## src/rtl/out_capture.sv

```systemverilog
// Captures strobed processor results, tagged with their port index, into a show-ahead FIFO drained by valid/ready.
// Optional build macro OUT_CAPTURE_TSTAMP_EN adds a 16-bit cycle timestamp per entry (m_tstamp).
module out_capture #(
    parameter int unsigned NCH   = 4,
    parameter int unsigned DW    = 23,
    parameter int unsigned DEPTH = 8,
    parameter int unsigned CW    = 2
) (
    input  logic                       clk,
    input  logic                       rst,
    input  logic [DW-1:0]              io_out,
    input  logic [NCH-1:0]             out_en,
    output logic [DW-1:0]              m_data,
    output logic [CW-1:0]              m_ch,
`ifdef OUT_CAPTURE_TSTAMP_EN
    output logic [15:0]                m_tstamp,
`endif
    output logic                       m_valid,
    input  logic                       m_ready,
    output logic [$clog2(DEPTH):0]     level,
    output logic                       ovf,
    output logic                       multi,
    input  logic                       clr_err
);

    localparam int unsigned PW = $clog2(DEPTH);
    localparam int unsigned LW = PW + 1;

    logic [DW-1:0] mem_data [DEPTH];
    logic [CW-1:0] mem_ch   [DEPTH];
    logic [PW-1:0] wr_ptr;
    logic [PW-1:0] rd_ptr;
    logic [CW-1:0] low_idx;
    logic          push;
    logic          pop;
    logic          full;
    logic          push_ok;
    logic          multi_evt;

`ifdef OUT_CAPTURE_TSTAMP_EN
    logic [15:0] mem_ts [DEPTH];
    logic [15:0] tcnt;
`endif

    // Lowest set strobe bit wins the tag.
    always_comb begin
        low_idx = '0;
        for (int i = int'(NCH) - 1; i >= 0; i--) begin
            if (out_en[i]) low_idx = CW'(i);
        end
    end

    assign push      = |out_en;
    assign multi_evt = (out_en & (out_en - NCH'(1))) != '0;
    assign full      = (level == LW'(DEPTH));
    assign pop       = m_valid & m_ready;
    assign push_ok   = push & (~full | pop);

    // Head presentation is a function of registered state only; zero while empty.
    assign m_valid = (level != '0);
    assign m_data  = m_valid ? mem_data[rd_ptr] : '0;
    assign m_ch    = m_valid ? mem_ch[rd_ptr]   : '0;
`ifdef OUT_CAPTURE_TSTAMP_EN
    assign m_tstamp = m_valid ? mem_ts[rd_ptr] : '0;
`endif

    // Control state: pointers, occupancy and sticky error flags.
    always_ff @(posedge clk) begin
        if (rst) begin
            wr_ptr <= '0;
            rd_ptr <= '0;
            level  <= '0;
            ovf    <= 1'b0;
            multi  <= 1'b0;
        end else begin
            if (push_ok) wr_ptr <= wr_ptr + PW'(1);
            if (pop)     rd_ptr <= rd_ptr + PW'(1);
            case ({push_ok, pop})
                2'b10:   level <= level + LW'(1);
                2'b01:   level <= level - LW'(1);
                default: level <= level;
            endcase
            if (push && full && !pop) ovf <= 1'b1;
            else if (clr_err)         ovf <= 1'b0;
            if (multi_evt)            multi <= 1'b1;
            else if (clr_err)         multi <= 1'b0;
        end
    end

    // Storage is intentionally not reset.
    always_ff @(posedge clk) begin
        if (push_ok && !rst) begin
            mem_data[wr_ptr] <= io_out;
            mem_ch[wr_ptr]   <= low_idx;
`ifdef OUT_CAPTURE_TSTAMP_EN
            mem_ts[wr_ptr]   <= tcnt;
`endif
        end
    end

`ifdef OUT_CAPTURE_TSTAMP_EN
    // Free-running cycle counter, wraps naturally.
    always_ff @(posedge clk) begin
        if (rst) tcnt <= '0;
        else     tcnt <= tcnt + 16'd1;
    end
`endif

endmodule

```

## config.mk

```make
export PLATFORM = sky130hd
export DESIGN_NAME = out_capture
export DESIGN_NICKNAME = d
export VERILOG_FILES = /design/src/rtl/out_capture.sv
export SDC_FILE = /design/constraint.sdc
export NUM_CORES = 1
export LEC_CHECK = 0
export BUFFER_PORTS_ARGS = -buffer_cell sky130_fd_sc_hd__buf_2
export CAP_MARGIN = 15
export CORE_MARGIN = 3
export CORE_UTILIZATION = 40
export CTS_CLUSTER_SIZE = 12
export DETAILED_ROUTE_END_ITERATION = 8
export GPL_ROUTABILITY_DRIVEN = 1
export PLACE_DENSITY = 0.53
export SLEW_MARGIN = 10
export SYNTH_ARGS = -nofsm -noshare
export SYNTH_HDL_FRONTEND = slang
export SYNTH_SLANG_ARGS = --single-unit
```

## constraint.sdc

```tcl
create_clock -name clk -period 4.77 [get_ports clk]
set_input_delay 0.2385 -clock clk [delete_from_list [all_inputs] [get_ports clk]]
set_output_delay 0.2385 -clock clk [all_outputs]
set_load 0.02 [all_outputs]
```

==> results.cfg <==
[outcome]
status = complete, no violations

[synth]
yosys.area.top_type = edfxtp_1
yosysSeqAreaShare_pct = 75.1
syn_nets = 451
yosys.area_share.simple_pct = 4.49
synth_area_leaders = edfxtp_1 (72%), mux4_2 (13%), dfxtp_1 (3.6%), mux2i_1 (3.2%), nor2_1 (1.9%)
synth-xor-area-share_pct = 0.417
synthAdderAreaFrac_pct = 0.566
synth_top_family_by_area = multiplexers
synth_compound_area_share_pct = 1.13
yosysWarnings = 0
synthMuxAreaShare_pct = 16.8
synth.distinct_cells = 41
synth-seq-cells = 215
syn-instance-count = 417
synth_enable_flop_cells = 200
synth_top_area_share_pct = 71.5
async_reset_ff_share_pct = 0
netlist_area_sq_um = 8400
ys.flop_type = edfxtp_1
syn_avg_cell_area_sq_um = 20.1

[drt]
drcViolationCount = 0
routedWlPerCell_microns = 20.9
wirelength_microns = 16500
ant_nets = 0
via_per_inst = 5.26
drt_iter0_markers = 271
num_vias = 4158
drt_first_pass_iters = 4

[place]
placed_cell_area_sq_um = 9050
hpwl_microns = 9460
place_ws_ns = 2.14
numPortBuffers = 62
gp_congestion = 0.722

[worst_setup_path]
crit_type = flop to output port
worstPathCellList = buf_4 > mux4_2 > mux2i_1 > nor2_1 > buf_2
path_max_fanout = 38
worstSetupStartpointType = flop
cp_slowest_cell = dfxtp_2
critPathArrivalTime_ns = 2.78
max_stage_delay_ns = 1.05
r2r_setup_slack_ns = 2.17
end_kind = output port
critPathRequiredTime_ns = 4.53

[timing]
layout_min_cycle_time_ns = 3.01
hold_viol = 0
slew_violations = 0
max_slew_margin_pct = 27.6
worstMarginPinSlew_ns = 1.09
final.setup.tns_ns = 0
fmax_mhz = 332
skew_ns = 0.0115
fin_crit_sh_pct = 63.2
setup_violations = 0
rsz0062_at_grt = no
worst_slack_ns = 1.76

[clocking]
cts-buffers-inserted = 24
cts.clk_slew.worst_paths_ns = 0.06
htree_num_levels = 1
clk_latency_ns = 0.50
cts_tree = built
clk_path_buf_depth = 3
clock_sinks = 215
clk_root_buffer_cell = clkbuf_16

[grt]
grt_util_met2_pct = 24.4
gr-usage-met3_pct = 2.54
gr-total-overflow = 0
grt_max_degree = 51
grt_pass1_wl_microns = 25900
grtUsageTotal_pct = 15.1
grt_pass1_vias = 4492
busiest_layer = met2
antenna_found_initial = 0
use_met1_pct = 21.2

[floorplan]
die-width_microns = 151
rows = 52
chipHeight_microns = 151
initial_utilization_pct = 41.1
pin_count = 63
core-area_sq_um = 20400
fp.dieArea_sq_um = 22800

[final_layout]
n_fill_cell = 1747
diodes = 0
regArea_sq_um = 6310
syn_to_final_growth_pct = 17.3
nets = 538
drive_above_1_share_pct = 33.1
multi_input_area_sq_um = 1990
utilization_pct = 48.2
final_area_sq_um = 9850

[worst_hold_path]
min_path_type = primary input to flop

[power]
p_per_area_nw_per_um2 = 501
ir_drop_mv = 0.306
leakagePower_nw = 3.22

[flow_run]
drv_cap = 0
sequential cells by signal (all words and copies together) (netlist names), named ones only:
register  flops
level         4
mem_ch       16
mem_data    184
multi         1
ovf           1
rd_ptr        3
wr_ptr        3
report_power, final:
group | switching, mW | total [mW] | internal [mW]
sequential | 0.123 | 2.27 | 2.14
clock | 0.684 | 1.63 | 0.948
combinational | 0.566 | 1.04 | 0.469
total | 1.37 | 4.93 | 3.56
per-stage QoR:
stage / cells / hold slack, ns / total power [mW]
5_1_grt: 790 / 0.0217 / 5.18
3_3_place_gp: 739 / 0.455 / 3.34
3_5_place_dp: 739 / 0.465 / 3.36
4_1_cts: 789 / 0.00136 / 5.00
2_1_floorplan: 417 / 0.337 / 3.03
6_report: 790 / 0.0159 / 4.93
repair_timing:
action,in CTS,in global routing
hold endpoints to repair,59,0
hold buffers,8,0
buffers inserted,0,0
gates resized for setup,0,0
cells in the mapped netlist (2+ instances only):
master and instances:
dfxtp_1 15, inv_1 4, ha_1 3, nor3_1 2, nor2_1 42, edfxtp_1 200
buf_1 3, clkbuf_1 8, mux4_2 50, mux2i_1 27, xor2_1 4, a31oi_1 2
buf_2 7, nand2b_1 6, buf_6 2, a21oi_1 7, nand3_1 3, nand2_1 4
nor4_1 3, nand4_1 4
routing by layer:
| layer | wire, microns | vias to the layer above |
|---|---|---|
| li1 | - | 1866 |
| met1 | 7390 | 2161 |
| met2 | 7890 | 103 |
| met3 | 938 | 28 |
| met4 | 312 | 0 |
| met5 | 0 | - |
final cells by class:
cell class,count,share of cell area (%)
multi-input combinational,176,20.2
tap,270,3.43
clock buffer,30,6.54
timing repair buffer,82,5.00
inverter,5,0.191
clock inverter,12,0.533
sequential,215,64.1
cells by family (layout without fill, tap and decap cells):
| group | Yosys count | count (layout) |
|---|---|---|
| XOR/XNOR | 4 | 4 |
| AO/OA/AOI/OAI | 15 | 15 |
| flip-flops | 215 | 215 |
| multiplexers | 78 | 78 |
| adder cells (fa/ha/maj) | 4 | 4 |
| buffers and inverters | 26 | 129 |
| AND/OR/NAND/NOR | 75 | 75 |
critical path, delay by kind of cell, from the launching register on:
| kind | cells | cell delay, ns |
|---|---|---|
| buffers and inverters | 2 | 0.59 |
| DFF | 1 | 1.05 |
| muxes | 2 | 0.55 |
| and+or+nand+nor | 1 | 0.08 |
path summary, 6_finish.rpt:
kind | startpoint | to | cells after the start
min reg2reg | multi | multi | 2
min | io_out[19] | mem_data[5][19] | 1
max reg2reg | level[1] | mem_data[2][8] | 5
max | flop | m_data[21] | 5
layout by cell type (no fill, tap or decap), types with 5 or more instances in the layout:
cell / n
clkbuf_16: 25
nand2b_1: 6
mux4_2: 50
dfxtp_1: 12
buf_2: 62
clkinv_1: 9
buf_4: 11
a21oi_1: 7
nor2_2: 7
edfxtp_1: 200
mux2i_1: 27
dlygate4sd3_1: 8
clkbuf_1: 5
nor2_1: 36
Note: power is estimated with default switching activity, not from simulation.
